--- src/rtl/down_counter_timer_pkg.sv ---
// down_counter_timer_pkg: shared counter-library types and Gray-code helpers.
// Rev 1.0
`default_nettype none

package down_counter_timer_pkg;

  localparam int GRAY_MAX_W = 32;

  typedef enum logic [0:0] {
    IDLE = 1'b0,
    RUN  = 1'b1
  } state_e;

  // Fixed 32-bit datapath; callers zero-extend and truncate to their width.
  function automatic logic [GRAY_MAX_W-1:0] bin2gray(input logic [GRAY_MAX_W-1:0] bin);
    return bin ^ (bin >> 1);
  endfunction

  function automatic logic [GRAY_MAX_W-1:0] gray2bin(input logic [GRAY_MAX_W-1:0] gray);
    logic [GRAY_MAX_W-1:0] bin;
    bin[GRAY_MAX_W-1] = gray[GRAY_MAX_W-1];
    for (int i = GRAY_MAX_W - 2; i >= 0; i--) begin
      bin[i] = bin[i+1] ^ gray[i];
    end
    return bin;
  endfunction

endpackage

`default_nettype wire

--- src/rtl/down_counter_timer.sv ---
// down_counter_timer: loadable down-counter / timer with one-shot and auto-reload
// modes, registered terminal-count pulse and registered Gray copy of the count. Rev 1.0
`default_nettype none

module down_counter_timer
  import down_counter_timer_pkg::*;
#(
  parameter int WIDTH = 4
) (
  input  logic             clk,
  input  logic             reset,
  input  logic             load_valid,
  output logic             load_ready,
  input  logic [WIDTH-1:0] load_value,
  input  logic             reload_mode,
  input  logic             enable,
  input  logic             abort,
  output logic [WIDTH-1:0] count_out,
  output logic [WIDTH-1:0] count_gray,
  output logic             tc,
  output logic             busy
);

  state_e           state;
  state_e           state_next;
  logic [WIDTH-1:0] reload_reg;
  logic [WIDTH-1:0] reload_next;
  logic             mode_reg;
  logic             mode_next;
  logic [WIDTH-1:0] count_next;
  logic [WIDTH-1:0] gray_next;
  logic             tc_next;

  assign load_ready = (state == IDLE);
  assign busy       = (state == RUN);

  always_comb begin
    state_next  = state;
    reload_next = reload_reg;
    mode_next   = mode_reg;
    count_next  = count_out;
    tc_next     = 1'b0;
    case (state)
      IDLE: begin
        if (load_valid) begin
          reload_next = load_value;
          mode_next   = reload_mode;
          count_next  = load_value;
          // A zero load expires immediately without ever entering RUN.
          if (load_value != '0) state_next = RUN;
          else                  tc_next    = 1'b1;
        end
      end
      RUN: begin
        if (abort) begin
          state_next = IDLE;
        end else if (enable) begin
          if (count_out > WIDTH'(1)) begin
            count_next = count_out - WIDTH'(1);
          end else begin
            tc_next = 1'b1;
            if (mode_reg) begin
              count_next = reload_reg;
            end else begin
              count_next = '0;
              state_next = IDLE;
            end
          end
        end
      end
      default: state_next = IDLE;
    endcase
  end

  // Gray is taken from the next binary value so both outputs change on one edge.
  assign gray_next = WIDTH'(bin2gray(GRAY_MAX_W'(count_next)));

  always_ff @(posedge clk) begin
    if (reset) begin
      state      <= IDLE;
      reload_reg <= '0;
      mode_reg   <= 1'b0;
      count_out  <= '0;
      count_gray <= '0;
      tc         <= 1'b0;
    end else begin
      state      <= state_next;
      reload_reg <= reload_next;
      mode_reg   <= mode_next;
      count_out  <= count_next;
      count_gray <= gray_next;
      tc         <= tc_next;
    end
  end

endmodule

`default_nettype wire
--- config.mk ---
export PLATFORM = sky130hd
export DESIGN_NAME = down_counter_timer
export DESIGN_NICKNAME = d
export VERILOG_FILES = /design/src/rtl/down_counter_timer_pkg.sv /design/src/rtl/down_counter_timer.sv
export SDC_FILE = /design/constraint.sdc
export NUM_CORES = 1
export LEC_CHECK = 0
export ABC_AREA = 1
export CELL_PAD_IN_SITES_DETAIL_PLACEMENT = 2
export CELL_PAD_IN_SITES_GLOBAL_PLACEMENT = 2
export CORE_MARGIN = 5
export CORE_UTILIZATION = 22
export CTS_CLUSTER_DIAMETER = 30
export DETAILED_ROUTE_END_ITERATION = 8
export PLACE_DENSITY_LB_ADDON = 0.1
export SYNTH_ARGS = -nofsm -noshare
export SYNTH_HDL_FRONTEND = slang
export SYNTH_SLANG_ARGS = --single-unit
--- constraint.sdc ---
create_clock -name clk -period 1.6 [get_ports clk]
set_clock_uncertainty 0.15 [all_clocks]
set_input_delay 0.32 -clock clk [delete_from_list [all_inputs] [get_ports clk]]
set_output_delay 0.32 -clock clk [all_outputs]
set_load 0.01 [all_outputs]
==> results.cfg, run 1 <==
[run_status]
status = finished with violations
violations = setup timing

[setup_path]
rr_endpoint = count_gray[0]
r2r_cells = 14
crit_type = register to register
max_stage_delay_ns = 0.38
cp-end-kind = register
cp_max_fo = 6
r2r_slack_ns = -0.02
path_cells = inv_4, ha_4, inv_2, nand2_4, nand2_4, nand2_1, nand2_1, nand2_1, nand2_1, nand2_2, nand2_2, nand2_1, nand2_1, inv_1
worstPathArrival_ns = 1.62
worst_ep_required_time_ns = 1.60
cp_slowest_cell = dfxtp_4
startpoint_type = register
rr_startpoint = count_out[0]
crit_top_cell = nand2_1
critPathTopFamily = simple AND/OR/NAND/NOR gates
path_buf_inv = 3

[timing]
finalHoldViolations = 0
tightest_slew_ns = 0.3364
finalCritPeriodShare_pct = 101.4
relSlewSlack_pct = 77.37
setup_viol = 2
fmax_mhz = 616.6
setup_slack_ns = -0.02189
fin_hold_ws_ns = 0.3260
rsz0062_at_grt = yes
fin_crit_ns = 1.622
slew_violations = 0

[global_route]
antenna_found_initial = 0
track_usage_pct = 12.03
grt-ovfl-total = 0
grt_pass1_wl_um = 4830
grt_pass1_vias = 1012
grt_max_degree = 9

[place]
hpwlAfterDp_um = 2361
dp_cells = 210
gp_congestion = 0.7801
port_buffers = 20

[worst_hold_path]
hp-start = reload_reg[0]
holdPathStages = 2
hp-class = register to register
holdPathEnd = reload_reg[0]

[drt]
drt-pass1-iter-count = 4
vias_per_cell = 4.344
drc = 0
drt_iter0_markers = 30
wl_per_cell_um = 12.82
totalWireLength_um = 2757
ant_nets = 0
route.vias.total = 934

[finish]
syn2layout_area_growth_pct = 50.52
final_common_cell = nand2_1
nNetsFinal = 180
layout-drive-gt1-share_pct = 23.35
fin_cells = 215
antenna_cells = 0
most-common-layout-cells = nand2_1 (48), inv_1 (15), buf_4 (12)

[clock_network]
cts_tree = yes
cts_sinks = 14
cts_root_buffer = clkbuf_8
clk_latency_ns = 0.25
htree_levels = 1
clk_pin_slew_worst_paths_ns = 0.06
cts_buffer_depth = 2
cts_buffers = 3

[pwr]
powerDensity_nw_per_um2 = 874.9
peakVddDrop_uv = 428.2
p_leak_nw = 0.6796

[die]
core_um2 = 3689
initial_core_util_pct = 22.83
rows = 22
dieArea_um2 = 5165
die-width_um = 71.87
die_y_um = 71.87
ios = 21

[synthesis]
syn_area_um2 = 842.1
ys.flop_type = dfxtp_1
syn_nets = 145
ys_seq_area_share_pct = 33.28
syn_inst = 133
synth-async-reset-ratio_pct = 0
synth_cell_types = 23
synthesis.yosys.warnings = 0
ys_seq_elements = 14
synth_edf_count = 0
syn_avg_cell_area_um2 = 6.331

[flow_run]
max_cap_violations = 0
-- cell families (layout without fill, tap and decap cells) --
kind of cell | Yosys count | count (layout) | share of synthesized area [%]
adder cells (fa/ha/maj) | 2 | 2 | 2.971
flip-flops | 14 | 14 | 33.28
AO/OA/AOI/OAI | 14 | 14 | 9.509
buffers and inverters | 25 | 59 | 12.33
AND/OR/NAND/NOR | 78 | 78 | 41.90
-- tightest hold or removal path: cells and delay by family, from the launching register on --
kind,cells,cell delay [ns]
AO/OA/AOI/OAI,1,0.06
AND/OR/NAND/NOR,1,0.06
flip-flops,1,0.31
-- where the power goes --
group | switching (mW) | total, mW | internal (mW)
Sequential | 0.0273 | 0.409 | 0.381
Clock | 0.137 | 0.356 | 0.218
Combinational | 0.183 | 0.345 | 0.161
Total | 0.348 | 1.11 | 0.761
-- how the worst max path moves through the flow --
stage                            start            end  slack, ns  cells after the start
final                     count_out[0]  count_gray[0]      -0.02                     14
after global routing      count_out[1]  count_gray[0]      -0.17                     15
after CTS                 count_out[1]  count_gray[0]      -0.04                     15
after detailed placement        enable  count_gray[0]      -0.32                     11
after global placement          enable  count_gray[1]      -0.30                     11
after floorplan           count_out[0]  count_gray[0]       0.02                     14
-- cell usage after synthesis (2+ instances only) --
master   count  area [µm²]
a21oi_1      9       45.04
buf_4        2       15.01
dfxtp_1     14       280.3
ha_1         2       25.02
inv_1       19       71.32
inv_2        3       11.26
nand2_1     49       183.9
nand2_2      2       12.51
nand2_4      2       22.52
nand3_1     11       55.05
nor2_1       7       26.28
o21ai_0      2       10.01
-- layer usage --
layer,GRT usage (%),vias up,wire (µm)
met5,0,-,0
met4,4.384,0,44
met3,1.823,4,89
met2,20.00,11,1332
met1,15.66,438,1291
li1,-,481,-
-- area by class of cell --
class / instances / area [µm²]
multi-input combinational: 94 / 485.5
fill: 463 / 2421
inverter: 23 / 93.84
clock buffer: 4 / 55.05
tap: 48 / 60.06
sequential: 14 / 287.8
timing repair buffer: 32 / 285.3
-- per-stage QoR --
stage          setup slack [ns]  util, %  area (µm²)  power (mW)  TNS [ns]
2_1_floorplan           0.01818        -       847.1      0.5930         0
3_3_place_gp            -0.2964    31.85        1175      0.7496    -1.988
3_5_place_dp            -0.3222    31.85        1175      0.7569    -2.498
4_1_cts                -0.03842    34.02        1255       1.131  -0.07021
5_1_grt                 -0.1693    34.36        1267       1.196   -0.4647
6_report               -0.02189    34.36        1267       1.109  -0.02609
-- repair_timing --
action	in CTS	in global routing
cloned	0	0
hold buffers	0	0
setup endpoints to repair	14	6
gates resized for setup	22	2
pin swaps	0	3
setup buffers	0	1
No activity file was read; power rests on OpenSTA's default activity.
==> run 2, diff against run 1 <==
==> constraint.sdc (replaced) <==
create_clock -name clk -period 1.6 [get_ports clk]
set_clock_uncertainty 0.15 [all_clocks]
set_input_delay 0.16 -clock clk [delete_from_list [all_inputs] [get_ports clk]]
set_output_delay 0.16 -clock clk [all_outputs]
set_load 0.01 [all_outputs]
==> run 2 against run 1 <==
Total power grew 9.7%. Maximum frequency shrank 3.1%. Hold slack lost 0.0025 ns. Utilization grew 4.0 points. Highest routed layer unchanged. Die area is the same. Sequential cell count is the same. Clock power shrank 1%. Critical endpoint is now count_gray[2]. Global-route usage grew 1.4 points. The run still ends with setup timing left. Final cell count grew 2.3%. Wire length grew 17%. Combinational power grew 30%. Via count grew 4.1%.
==> results.cfg, run 2 (synthesis gave the netlist of run 1 again) <==
[global_route]
track_usage_pct = 13.43
grt_pass1_vias = 1119
grt_max_degree = 9
grt_pass1_wl_um = 5437
antenna_found_initial = 0
grt-ovfl-total = 0

[finish]
fin_cells = 220
stdcell_area_um2 = 1415
layout-drive-gt1-share_pct = 38.37
antenna_cells = 0
syn2layout_area_growth_pct = 68.05
fin_util_pct = 38.37
final_common_cell = nand2_1
nNetsFinal = 185
most-common-layout-cells = nand2_1 (36), clkdlybuf4s50_1 (18), buf_4 (15)

[drt]
wirelength_met1_um = 1454
drt-pass1-iter-count = 4
totalWireLength_um = 3212
met3RoutedLength_um = 69
met2_length_um = 1678
wl_per_cell_um = 14.60
vias_per_cell = 4.418
ant_nets = 0
drt_iter0_markers = 30
route.vias.total = 972
routed.top_layer = met4
drc = 0

[setup_path]
crit_start = count_out[0]
endpoint = count_gray[2]
rr_startpoint = count_out[0]
rr_endpoint = count_gray[2]
path_cells = inv_4, ha_4, inv_2, nand2_4, buf_4, nand3_2, nand2_1, inv_1, nand2_2, nand2_2, nand2_1, nand2_1, nand2_1, nand2_1, inv_1
crit_top_cell = nand2_1
max_stage_delay_ns = 0.40
cp_max_fo = 4
r2r_cells = 15
startpoint_type = register
cp-end-kind = register
worstPathArrival_ns = 1.67
r2r_slack_ns = -0.07
path_buf_inv = 5
critPathTopFamily = simple AND/OR/NAND/NOR gates
worst_ep_required_time_ns = 1.60
cp_slowest_cell = dfxtp_4
cp.depth = 15
crit_type = register to register

[timing]
relSlewSlack_pct = 78.50
finalCritPeriodShare_pct = 104.6
slew_violations = 0
tightest_slew_ns = 0.3196
rsz0062_at_grt = yes
fin_crit_ns = 1.674
finalHoldViolations = 0
fmax_mhz = 597.2
fin_tns_setup_ns = -0.1927
setup_viol = 3
fin_hold_ws_ns = 0.3234
setup_slack_ns = -0.07434

[clock_network]
cts_buffers = 3
htree_levels = 1
clk_latency_ns = 0.24
cts_buffer_depth = 2
cts_root_buffer = clkbuf_8
cts_sinks = 14
clk_pin_slew_worst_paths_ns = 0.06
cts_tree = yes

[place]
pre_cts_ws_ns = -0.2002
port_buffers = 20
gp_congestion = 0.7607
hpwlAfterDp_um = 2461
placed_area_um2 = 1167
dp_cells = 209

[die]
die_y_um = 71.87
initial_core_util_pct = 22.83
rows = 22
die-width_um = 71.87
core_um2 = 3689
ios = 21
dieArea_um2 = 5165

[worst_hold_path]
holdPathStages = 2
hp-class = register to register

[flow_run]
max_cap_violations = 0

[pwr]
powerDensity_nw_per_um2 = 859.9
p_leak_nw = 0.6744
peakVddDrop_uv = 407.5
p_total_mw = 1.217

[run_status]
violations = setup timing
status = finished with violations
run 2: routing by layer:
layer,up-vias,GRT usage (%)
met5,-,0
met4,0,3.132
met1,467,15.86
met3,2,2.384
met2,13,24.90
li1,490,-
run 2: cell type report:
class	count	area, µm²
inverter	23	96.34
clock buffer	4	55.05
multi-input combinational	94	581.8
timing repair buffer	37	332.8
tap	48	60.06
sequential	14	289.0
fill	454	2273
run 2: power breakdown:
group	leakage, nW	switching (mW)	internal (mW)	total [mW]
Clock	0.0288	0.134	0.218	0.351
Sequential	0.118	0.0343	0.382	0.416
Combinational	0.528	0.233	0.216	0.449
Total	0.674	0.401	0.816	1.22
run 2: repair_timing:
item,CTS,global route
endpoints found under the hold margin,0,0
resized for setup,17,28
setup endpoints to repair,10,11
setup buffers,7,1
pin swaps,10,17
hold buffers,0,0
run 2: worst min path at each step:
stage / startpoint / to / slack (ns)
2_1_floorplan: reset / busy / 0.08
3_3_place_gp: reload_reg[2] / reload_reg[2] / 0.31
3_5_place_dp: reload_reg[2] / reload_reg[2] / 0.31
4_1_cts: reload_reg[2] / reload_reg[2] / 0.32
5_1_grt: reload_reg[2] / reload_reg[2] / 0.34
6_report: reload_reg[2] / reload_reg[2] / 0.32
run 2: worst reg2reg max path: cells and delay by family, from the launching register on:
family	cells	cell delay, ns
buffers and inverters	5	0.37
flip-flops	1	0.40
adder cells (fa/ha/maj)	1	0.16
AND/OR/NAND/NOR	9	0.52
==> run 3, diff against run 2 <==
--- a/config.mk
+++ b/config.mk
@@ -13,6 +13,7 @@
 export CTS_CLUSTER_DIAMETER = 30
 export DETAILED_ROUTE_END_ITERATION = 8
 export PLACE_DENSITY_LB_ADDON = 0.1
+export SLEW_MARGIN = 30
 export SYNTH_ARGS = -nofsm -noshare
 export SYNTH_HDL_FRONTEND = slang
 export SYNTH_SLANG_ARGS = --single-unit
==> results of run 3 <==
Same layout as run 2: the final DEF is identical, and so are final timing and power.
